===== src/rtl/ulpb_tx_pkg.sv =====
// ulpb_tx_pkg: shared constants for the ULPB transmit queue.
//   - FSM state encodings used by ulpb_tx_queue.
//   - Bit-field offsets of one queue entry {addr, data, last}:
//     last at bit 0, data just above it, addr in the top bits.
package ulpb_tx_pkg;

    localparam logic [2:0] ST_IDLE    = 3'd0;
    localparam logic [2:0] ST_REQ     = 3'd1;
    localparam logic [2:0] ST_ACKLOW  = 3'd2;
    localparam logic [2:0] ST_RESP    = 3'd3;
    localparam logic [2:0] ST_RESPCLR = 3'd4;

    localparam int ENT_LAST_BIT = 0;
    localparam int ENT_DATA_LSB = 1;

    function automatic int ent_addr_lsb(input int data_width);
        return ENT_DATA_LSB + data_width;
    endfunction

endpackage


===== src/rtl/ulpb_tx_fifo_mem.sv =====
// ulpb_tx_fifo_mem: DEPTH x WIDTH register array for queue entries.
// Ports:
//   CLK       clock
//   wr_en     write strobe, wr_entry stored at wr_idx on the rising edge
//   wr_idx    write index
//   wr_entry  entry to store
//   rd_idx    combinational read index
//   rd_entry  entry at rd_idx
//   last_vec  'last' flag of every entry, used to locate a message end
module ulpb_tx_fifo_mem
    import ulpb_tx_pkg::*;
#(
    parameter int DEPTH = 8,
    parameter int WIDTH = 41,
    parameter int AW    = 3
) (
    input  logic             CLK,
    input  logic             wr_en,
    input  logic [AW-1:0]    wr_idx,
    input  logic [WIDTH-1:0] wr_entry,
    input  logic [AW-1:0]    rd_idx,
    output logic [WIDTH-1:0] rd_entry,
    output logic [DEPTH-1:0] last_vec
);

    logic [WIDTH-1:0] mem [DEPTH];

    always_ff @(posedge CLK) begin
        if (wr_en) begin
            mem[wr_idx] <= wr_entry;
        end
    end

    assign rd_entry = mem[rd_idx];

    always_comb begin
        last_vec = '0;
        for (int i = 0; i < DEPTH; i++) begin
            last_vec[i] = mem[i][ENT_LAST_BIT];
        end
    end

endmodule


===== src/rtl/ulpb_tx_queue.sv =====
// ulpb_tx_queue: store-and-forward transmit queue feeding the 32-bit bus node.
// A message (address + 1..N words) launches only once fully committed; failed
// messages are replayed from their first word up to MAX_RETRY times, then the
// result is reported on DONE_VALID/DONE_OK.
// Ports:
//   CLK, RESET (async, active low)
//   WR_EN/WR_ADDR/WR_DATA/WR_LAST  host write side; WR_ADDR taken on first word
//   WR_FULL, WR_ERR                full flag, pulse on dropped/discarded writes
//   DONE_VALID, DONE_OK            per-message completion pulse and result
//   TX_ADDR/TX_DATA/TX_PEND/TX_REQ, TX_ACK        word handshake with node
//   TX_SUCC/TX_FAIL, TX_RESP_ACK                  response handshake with node
//
// state      | meaning
// -----------+-----------------------------------------------------------
// ST_IDLE    | waiting for a committed message; loads word at rd_ptr
// ST_REQ     | TX_REQ high with word stable, waiting for TX_ACK
// ST_ACKLOW  | TX_REQ low, waiting for TX_ACK to drop
// ST_RESP    | all words sent, waiting for TX_SUCC or TX_FAIL
// ST_RESPCLR | TX_RESP_ACK high until the node clears its response
module ulpb_tx_queue
    import ulpb_tx_pkg::*;
#(
    parameter int ADDR_WIDTH = 8,
    parameter int DATA_WIDTH = 32,
    parameter int DEPTH      = 8,
    parameter int MAX_RETRY  = 2
) (
    input  logic                  CLK,
    input  logic                  RESET,
    input  logic                  WR_EN,
    input  logic [ADDR_WIDTH-1:0] WR_ADDR,
    input  logic [DATA_WIDTH-1:0] WR_DATA,
    input  logic                  WR_LAST,
    output logic                  WR_FULL,
    output logic                  WR_ERR,
    output logic                  DONE_VALID,
    output logic                  DONE_OK,
    output logic [ADDR_WIDTH-1:0] TX_ADDR,
    output logic [DATA_WIDTH-1:0] TX_DATA,
    output logic                  TX_PEND,
    output logic                  TX_REQ,
    input  logic                  TX_ACK,
    input  logic                  TX_SUCC,
    input  logic                  TX_FAIL,
    output logic                  TX_RESP_ACK
);

    localparam int PTR_W    = $clog2(DEPTH);
    localparam int PW       = PTR_W + 1;    // extra wrap bit distinguishes full from empty
    localparam int ENTRY_W  = ADDR_WIDTH + DATA_WIDTH + 1;
    localparam int ADDR_LSB = ent_addr_lsb(DATA_WIDTH);
    localparam int RW       = (MAX_RETRY > 0) ? $clog2(MAX_RETRY + 1) : 1;

    logic [2:0]            state;
    logic [PW-1:0]         wr_ptr, commit_ptr, rd_ptr, msg_start, msg_cnt;
    logic [PW-1:0]         rd_ptr_inc, msg_end;
    logic [ADDR_WIDTH-1:0] wr_addr_q, addr_in;
    logic [RW-1:0]         retry_cnt;
    logic                  resp_fail;
    logic [ENTRY_W-1:0]    wr_entry, rd_entry;
    logic [DEPTH-1:0]      last_vec;
    logic [PTR_W-1:0]      rd_idx;
    logic [ADDR_WIDTH-1:0] rd_addr;
    logic [DATA_WIDTH-1:0] rd_data;
    logic                  rd_last;
    logic                  first_word, wr_accept, overflow, commit;
    logic                  early_fail, resp_clear, retry_ok, relaunch, finish;

    // Occupancy is measured from msg_start: words of the in-flight message stay
    // reserved until it finishes so a retry can replay them.
    assign WR_FULL    = (wr_ptr - msg_start) == PW'(DEPTH);
    assign first_word = (wr_ptr == commit_ptr);
    assign wr_accept  = WR_EN && !WR_FULL;
    assign overflow   = WR_FULL && !first_word;
    assign commit     = wr_accept && WR_LAST;
    assign addr_in    = first_word ? WR_ADDR : wr_addr_q;

    always_comb begin
        wr_entry = '0;
        wr_entry[ENT_LAST_BIT] = WR_LAST;
        wr_entry[ENT_DATA_LSB +: DATA_WIDTH] = WR_DATA;
        wr_entry[ADDR_LSB +: ADDR_WIDTH] = addr_in;
    end

    // ACKLOW pre-reads the following word so it can be presented with TX_REQ.
    assign rd_ptr_inc = rd_ptr + PW'(1);
    assign rd_idx     = (state == ST_ACKLOW) ? rd_ptr_inc[PTR_W-1:0] : rd_ptr[PTR_W-1:0];
    assign rd_addr    = rd_entry[ADDR_LSB +: ADDR_WIDTH];
    assign rd_data    = rd_entry[ENT_DATA_LSB +: DATA_WIDTH];
    assign rd_last    = rd_entry[ENT_LAST_BIT];

    ulpb_tx_fifo_mem #(
        .DEPTH (DEPTH),
        .WIDTH (ENTRY_W),
        .AW    (PTR_W)
    ) u_mem (
        .CLK      (CLK),
        .wr_en    (wr_accept),
        .wr_idx   (wr_ptr[PTR_W-1:0]),
        .wr_entry (wr_entry),
        .rd_idx   (rd_idx),
        .rd_entry (rd_entry),
        .last_vec (last_vec)
    );

    // An early fail can abandon a message mid-way, so its end is found by
    // searching forward from msg_start for the first 'last' flag.
    function automatic logic [PTR_W-1:0] ix(input logic [PW-1:0] p);
        return p[PTR_W-1:0];
    endfunction

    always_comb begin
        msg_end = msg_start;
        for (int i = DEPTH - 1; i >= 0; i--) begin
            if (last_vec[ix(msg_start + PW'(i))]) begin
                msg_end = msg_start + PW'(i);
            end
        end
    end

    assign early_fail = TX_FAIL && ((state == ST_REQ) || (state == ST_ACKLOW));
    assign resp_clear = (state == ST_RESPCLR) && !TX_SUCC && !TX_FAIL;
    assign retry_ok   = int'(retry_cnt) < MAX_RETRY;
    assign relaunch   = resp_clear && resp_fail && retry_ok;
    assign finish     = resp_clear && !relaunch;

    always_ff @(posedge CLK or negedge RESET) begin
        if (!RESET) begin
            wr_ptr     <= '0;
            commit_ptr <= '0;
            wr_addr_q  <= '0;
            msg_cnt    <= '0;
            WR_ERR     <= 1'b0;
        end else begin
            WR_ERR <= (WR_EN && WR_FULL) || overflow;
            if (overflow) begin
                wr_ptr <= commit_ptr;
            end else if (wr_accept) begin
                wr_ptr <= wr_ptr + PW'(1);
            end
            if (commit) begin
                commit_ptr <= wr_ptr + PW'(1);
            end
            if (wr_accept && first_word) begin
                wr_addr_q <= WR_ADDR;
            end
            msg_cnt <= msg_cnt + PW'(commit) - PW'(finish);
        end
    end

    always_ff @(posedge CLK or negedge RESET) begin
        if (!RESET) begin
            state       <= ST_IDLE;
            rd_ptr      <= '0;
            msg_start   <= '0;
            retry_cnt   <= '0;
            resp_fail   <= 1'b0;
            TX_ADDR     <= '0;
            TX_DATA     <= '0;
            TX_PEND     <= 1'b0;
            TX_REQ      <= 1'b0;
            TX_RESP_ACK <= 1'b0;
            DONE_VALID  <= 1'b0;
            DONE_OK     <= 1'b0;
        end else begin
            DONE_VALID <= 1'b0;
            DONE_OK    <= 1'b0;
            if (early_fail) begin
                TX_REQ      <= 1'b0;
                TX_RESP_ACK <= 1'b1;
                resp_fail   <= 1'b1;
                state       <= ST_RESPCLR;
            end else begin
                case (state)
                    ST_IDLE: begin
                        if (msg_cnt != '0) begin
                            TX_ADDR <= rd_addr;
                            TX_DATA <= rd_data;
                            TX_PEND <= ~rd_last;
                            TX_REQ  <= 1'b1;
                            state   <= ST_REQ;
                        end
                    end
                    ST_REQ: begin
                        if (TX_ACK) begin
                            TX_REQ <= 1'b0;
                            state  <= ST_ACKLOW;
                        end
                    end
                    ST_ACKLOW: begin
                        if (!TX_ACK) begin
                            if (TX_PEND) begin
                                rd_ptr  <= rd_ptr_inc;
                                TX_ADDR <= rd_addr;
                                TX_DATA <= rd_data;
                                TX_PEND <= ~rd_last;
                                TX_REQ  <= 1'b1;
                                state   <= ST_REQ;
                            end else begin
                                state <= ST_RESP;
                            end
                        end
                    end
                    ST_RESP: begin
                        if (TX_SUCC || TX_FAIL) begin
                            TX_RESP_ACK <= 1'b1;
                            resp_fail   <= TX_FAIL;
                            state       <= ST_RESPCLR;
                        end
                    end
                    ST_RESPCLR: begin
                        if (resp_clear) begin
                            TX_RESP_ACK <= 1'b0;
                            state       <= ST_IDLE;
                            if (relaunch) begin
                                rd_ptr    <= msg_start;
                                retry_cnt <= retry_cnt + RW'(1);
                            end else begin
                                rd_ptr     <= msg_end + PW'(1);
                                msg_start  <= msg_end + PW'(1);
                                retry_cnt  <= '0;
                                DONE_VALID <= 1'b1;
                                DONE_OK    <= ~resp_fail;
                            end
                        end else if (TX_FAIL) begin
                            resp_fail <= 1'b1;
                        end
                    end
                    default: state <= ST_IDLE;
                endcase
            end
        end
    end

endmodule


===== config.mk =====
export PLATFORM = sky130hd
export DESIGN_NAME = ulpb_tx_queue
export DESIGN_NICKNAME = d
export VERILOG_FILES = /design/src/rtl/ulpb_tx_pkg.sv /design/src/rtl/ulpb_tx_fifo_mem.sv /design/src/rtl/ulpb_tx_queue.sv
export SDC_FILE = /design/constraint.sdc
export NUM_CORES = 1
export LEC_CHECK = 0
export CAP_MARGIN = 15
export CORE_MARGIN = 8
export CORE_UTILIZATION = 55
export CTS_BUF_LIST = sky130_fd_sc_hd__clkbuf_8
export DETAILED_ROUTE_END_ITERATION = 12
export HOLD_SLACK_MARGIN = 0.05
export PLACE_DENSITY = 0.74
export SLEW_MARGIN = 20
export SYNTH_ARGS = -nofsm -noshare
export SYNTH_HDL_FRONTEND = slang
export SYNTH_SLANG_ARGS = --single-unit

===== constraint.sdc =====
create_clock -name CLK -period 14.2 [get_ports CLK]
set_input_delay 1.42 -clock CLK [delete_from_list [all_inputs] [get_ports CLK]]
set_output_delay 1.42 -clock CLK [all_outputs]
set_load 0.01 [all_outputs]

Word-level counts from Yosys, hierarchy flattened
Memory sizes are Yosys's and may differ from the RTL's.
Cells that the tools add are included.
{"block": "totals", "ff_bits": 80, "ram_bits": 328, "input_bits": 47, "output_inout_bits": 47, "word_cells": 175, "mem_count": 1}
{"block": "classes", "n_addsub": 14, "magnitude_cmp": 9, "n_eq_ne": 18, "muxes": 79, "bitwise_logic": 3, "reduce_logical": 34}
{"memory": "u_mem.mem", "depth": 8, "word_bits": 41, "read_ports": 9, "rd_clocked_by_memory_dff": 0, "write_ports": 1, "line_no": "ulpb_tx_fifo_mem.sv:26", "text": "logic [WIDTH-1:0] mem [DEPTH];"}
{"cell": "$mux W32", "count": 3}
{"cell": "$pmux W32 S2", "count": 1}
{"cell": "$mux W4", "count": 14}
{"cell": "$mux W1", "count": 33}
{"cell": "$lt A3 B4 Y1 const B", "count": 8}
{"cell": "$mux W8", "count": 4}
{"cell": "$bmux W1 S3", "count": 8}
{"cell": "$ne A3 B3 Y1 const B", "count": 8}
{"cell": "$mux W3", "count": 7}
{"cell": "$reduce_and A5 Y1", "count": 4}
{"cell": "$add A4 B1 Y4 const B", "count": 4}
{"cell": "$add A4 B3 Y4 const B", "count": 4}
{"cell": "$pmux W8 S2", "count": 1}
{"cell": "$pmux W3 S5", "count": 1}
{"cell": "$logic_and A1 B1 Y1", "count": 11}
{"cell": "$add A4 B2 Y4 const B", "count": 2}
{"cell": "$ne A2 B2 Y1 const B", "count": 4}
{"cell": "$pmux W4 S2", "count": 1}
{"cell": "$reduce_and A4 Y1", "count": 2}
{"cell": "$reduce_bool A4 Y1", "count": 2}
{"cell": "$eq A3 B2 Y1 const B", "count": 2}
{"cell": "$pmux W1 S2", "count": 3}
{"cell": "$reduce_and A3 Y1", "count": 2}
{"cell": "$reduce_bool A2 Y1", "count": 3}
{"cell": "other kinds (16)", "count": 25}

Logic depth before layout (Yosys ltp)
{"block": "logic_depth", "depth_word": 15, "depth_mapped": 17, "mapped_depth_nobuf": 14}

Modules after synthesis
A second synthesis with hierarchy kept.
{"block": "unflattened", "cells_unflattened": 931, "area_unflattened_um2": 17651.9}
{"module": "ulpb_tx_fifo_mem", "instances": 1, "cells_each": 495, "area_each_um2": 12732.2, "seq_area_each_um2": 9849.4}
{"module": "ulpb_tx_queue", "instances": 1, "cells_each": 436, "area_each_um2": 4919.7, "seq_area_each_um2": 1976.9}

Least setup slack after synthesis
No wires, ideal clock.
{"block": "synth_timing", "path_kind": "reg2reg", "startpoint": "reg msg_start[1]", "endpoint": "mem u_mem.mem[0][0] (enable)", "setup_time_ns": 0.542, "t_arrival_ns": 6.005, "required_time_ns": 13.658, "slack_ns": 7.653, "path_stages_with_launch": 11, "n_path_buf": 2, "period_less_slack_ns": 6.547, "path_cell_list": "dfrtp_1 > buf_6 > buf_2 > inv_1 > ha_1 > nor2b_1 > o21ai_0 > a21oi_1 > o211ai_1 > nand2_1 > nor4_1"}
{"block": "synth_via", "elab_chain_len": 6}
{"element": "start: declaration", "line_no": "ulpb_tx_queue.sv:55", "text": "logic [PW-1:0] wr_ptr, commit_ptr, rd_ptr, msg_start, msg_cnt;"}
{"element": "start signal: assignment", "line_no": "ulpb_tx_queue.sv:220", "text": "msg_start <= msg_end + PW'(1);"}
{"element": "$sub A4 B4 Y4", "line_no": "ulpb_tx_queue.sv:71", "text": "assign WR_FULL = (wr_ptr - msg_start) == PW'(DEPTH);"}
{"element": "$eq A4 B4 Y1", "line_no": "ulpb_tx_queue.sv:71"}
{"element": "$logic_not A1 Y1", "line_no": "ulpb_tx_queue.sv:73", "text": "assign wr_accept = WR_EN && !WR_FULL;"}
{"element": "$logic_and A1 B1 Y1", "line_no": "ulpb_tx_queue.sv:73"}
{"element": "$mux W1", "line_no": "ulpb_tx_fifo_mem.sv:29", "text": "if (wr_en) begin"}
{"element": "$mux W1 (implied by the code)", "line_no": "ulpb_tx_fifo_mem.sv:30", "text": "mem[wr_idx] <= wr_entry;"}
{"element": "end: declaration", "line_no": "ulpb_tx_fifo_mem.sv:26"}
Every way passes these cells.

Final worst setup path
{"block": "layout_timing", "startpoint": "reg msg_start[1]", "endpoint": "out WR_FULL"}
{"block": "layout_via", "elab_chain_len": 2}
{"element": "$sub A4 B4 Y4", "line_no": "ulpb_tx_queue.sv:71"}
{"element": "$eq A4 B4 Y1", "line_no": "ulpb_tx_queue.sv:71"}
{"element": "end: declaration", "line_no": "ulpb_tx_queue.sv:34", "text": "output logic WR_FULL,"}
Every way passes these cells.

==> summary.txt <==
Timing
  • Clock skew: 0.0281 ns
  • Max Fclk: 0.183 GHz
  • Setup TNS: 0 ns
  • Fin Hold WS: 0.486 ns
  • Final worst slack: 8.74 ns
  • Final setup viols: 0
  • Slew @ Worst Pin: 1.01 ns
  • Final min period: 5.46 ns
  • Fin. Hold Viols: 0
  • Slew headroom: 32.2%
  • Final period util: 38.4%
  • Max Slew Vio Count: 0
  • RSZ-0062 raised after global routing: no

Min path
  • Hold WC Path Type: flop to flop
  • WHS Path Cells: 1

Yosys
  • Average size of a mapped cell: 17.6 um2
  • Synth Net Count: 1,029
  • Cell taking the most area after synthesis: edfxtp_1
  • Top_reg_cell synth: edfxtp_1
  • Synthesized cell area: 0.0170 mm2
  • Synth top area share: 58.0%
  • Post-Syn Instances: 963
  • Number of synthesized flops with an enable pin: 328
  • Synth Register Bits: 407
  • Ys async rst share: 19.4%
  • Post-synthesis sequential area ratio: 69.6%
  • Synth top cells by count: edfxtp_1, mux4_2, dfrtp_1, nor2_1, a21oi_1
  • Count leader, synth: edfxtp_1
  • Synth cell types: 65
  • Syn. warnings: 0
  • Largest cells by area after synthesis: edfxtp_1, mux4_2, dfrtp_1, mux2i_1, a21oi_1

Drt
  • Post-DRT Antenna Nets: 0
  • Wire per inst: 21.5 um
  • DRC viols: 0
  • Drt pass-1 iters: 4
  • Iter 0 DRT Violations: 574
  • Post-Route WL: 33.0 mm
  • Via count: 8,974
  • Vias per cell: 5.84

Run
  • Max-cap violations: 0

Clocking
  • CTS Hold Bufs: 0
  • CTS tree: yes
  • CTS sink cnt: 407
  • Clock transition at the registers of the reported paths: 0.05 ns
  • Num CTS Buffers: 67
  • Post-cts sizing count: 0
  • Clock buffer depth: 3
  • Clock Latency Late Sink: 0.57 ns
  • CTS root buffer: clkbuf_8
  • Post-CTS Setup Bufs: 0
  • CTS H-tree depth: 3

Setup path
  • Worst setup path category: flop to primary output
  • Max FO, Critical Path: 21
  • Most frequent CP cell: inv_1
  • Worst R2R Path Depth: 10
  • Worst Path Arrival: 4.04 ns
  • CP required: 12.78 ns
  • Buffers and inverters on the worst path: 3
  • Delay-heaviest family, CP: buffers and inverters
  • Worst-path cell with the longest stage delay: dfrtp_1
  • Startpoint types: flop
  • Max incr delay on CP: 0.90 ns
  • CP Capture Type: primary output
  • Crit path depth: 8
  • Sequence of cells on the critical path: inv_1, ha_1, nor2b_1, or4b_2, a21oi_1, o211ai_1, inv_1, clkdlybuf4s50_1

Power and ir drop
  • Power Dens Cells: 228 mW/mm2
  • Comb pwr share: 39.7%
  • Switching share of power: 34.2%
  • Pwr Total: 4.49 mW
  • Sequential Power Share: 39.3%
  • Maximum vdd ir drop: 126 uV
  • Int Power: 2.95 mW
  • LEAKAGE: 7.08 nW
  • Clock power share: 21.0%
  • Sw power: 1.54 mW

Layout
  • Syn-to-layout area delta: 15.8%
  • # nets final: 1,156
  • Share of post-route cells with drive strength above 1: 21.5%
  • # fillers: 2,069

Global route
  • Total GRT Usage: 18.3%
  • Initial antenna violation count: 2
  • Largest net degree at the start of global routing: 82
  • Grt ovf: 0
  • First-pass GRT wire length: 51.6 mm
  • Number of global-route vias before repair: 9,308

Floorplanning
  • I/O pin cnt: 94
  • Rows: 64
  • Die ar.: 0.0368 mm2
  • Core ar.: 0.0305 mm2
  • Initial core utilization: 55.7%
  • Die height: 192 um
  • Die width: 192 um

Placement
  • I/O Buffers: 93
  • Post-DP HPWL: 19.0 mm
  • Routability cong.: 0.865
  • Dpl ws: 9.32 ns

Run status
  • Outcome: completed
-- per-layer routing --
metal | track usage (%) | routed length (um) | vias up
met5 | 0 | 27 | -
met4 | 6.51 | 702 | 4
met3 | 3.61 | 1620 | 53
met2 | 30.3 | 16600 | 240
met1 | 23.9 | 14100 | 4604
li1 | - | - | 4073
-- placed cells by master (no fill, tap or decap), types with 2 or more instances in the layout --
cell	n
a21o_1	3
a21oi_1	64
a22o_1	2
a22oi_1	4
a31oi_1	4
and3_1	3
buf_4	17
clkbuf_8	74
clkdlybuf4s50_1	92
clkinv_1	12
clkinv_2	5
dfrtp_1	79
edfxtp_1	328
ha_1	18
inv_1	46
inv_6	2
inv_8	2
mux2_2	20
mux2_4	2
mux2i_1	48
mux4_2	99
nand2_1	36
nand2b_1	4
nand3_1	6
nor2_1	63
nor2_4	3
nor2b_1	2
nor3_1	11
nor3_2	5
nor4_1	2
nor4_2	2
o211ai_1	5
o21a_1	3
o21ai_0	13
o31ai_1	3
xnor2_1	9
xor2_1	10
-- worst paths after layout --
| check | startpoint | endpoint | slack, ns |
|---|---|---|---|
| max in group asynchronous | RESET | TX_ADDR[2]$_DFFE_PN0P_ | 12.33 |
| hold reg to reg | resp_fail$_DFFE_PN0P_ | DONE_OK$_DFF_PN0_ | 0.49 |
| setup reg to reg | msg_start[1]$_DFFE_PN0P_ | u_mem.mem[2][9]$_DFFE_PP_ | 9.40 |
| hold / removal | resp_fail$_DFFE_PN0P_ | DONE_OK$_DFF_PN0_ | 0.49 |
| min in group asynchronous | RESET | TX_DATA[23]$_DFFE_PN0P_ | 0.77 |
| setup / recovery | msg_start[1]$_DFFE_PN0P_ | WR_FULL | 8.74 |
-- registers in the layout, summed over array words and instances (netlist names), named ones only --
name / flops
DONE_OK: 1
DONE_VALID: 1
TX_ADDR: 8
TX_DATA: 32
TX_PEND: 1
TX_REQ: 1
TX_RESP_ACK: 1
WR_ERR: 1
commit_ptr: 4
msg_cnt: 4
msg_start: 3
rd_ptr: 3
resp_fail: 1
retry_cnt: 2
state: 3
u_mem.mem: 328
wr_addr_q: 8
wr_ptr: 4
-- cell type report --
type | count | area [um2] | share of cell area (%)
Sequential cell | 407 | 11800 | 60.1
Timing Repair Buffer | 109 | 1050 | 5.33
Clock inverter | 45 | 243 | 1.23
Inverter | 26 | 97.6 | 0.496
Clock buffer | 74 | 1020 | 5.18
Antenna cell | 1 | 2.50 | 0.0127
Multi-Input combinational cell | 479 | 4940 | 25.1
Tap cell | 396 | 495 | 2.52
-- through the flow --
step	instance area, um2	cells	utilization (%)
2_1_floorplan	17000	963	-
3_3_place_gp	18400	1417	60.3
3_5_place_dp	18400	1417	60.3
4_1_cts	19700	1536	64.5
5_1_grt	19700	1536	64.5
6_report	19700	1537	64.5
-- power by group through the flow --
| stage | Combinational, mW | Sequential (mW) | Clock, mW |
|---|---|---|---|
| finish | 1.78 | 1.76 | 0.945 |
| global route | 1.95 | 1.79 | 1.02 |
| CTS | 1.82 | 1.77 | 0.968 |
| detailed placement | 1.81 | 1.79 | 0 |
| global placement | 1.78 | 1.78 | 0 |
| floorplan | 1.31 | 1.75 | 0 |
-- kinds of logic after synthesis --
| family | synth area share (%) |
|---|---|
| xor gates and xnor gates | 1.08 |
| adders and majority gates | 1.44 |
| AOI/OAI and AO/OA | 4.37 |
| muxes | 17.7 |
| and+or+nand+nor | 3.84 |
| DFF | 69.6 |
| buffers and inverters | 1.93 |
Note: power is estimated with default switching activity, not from simulation.
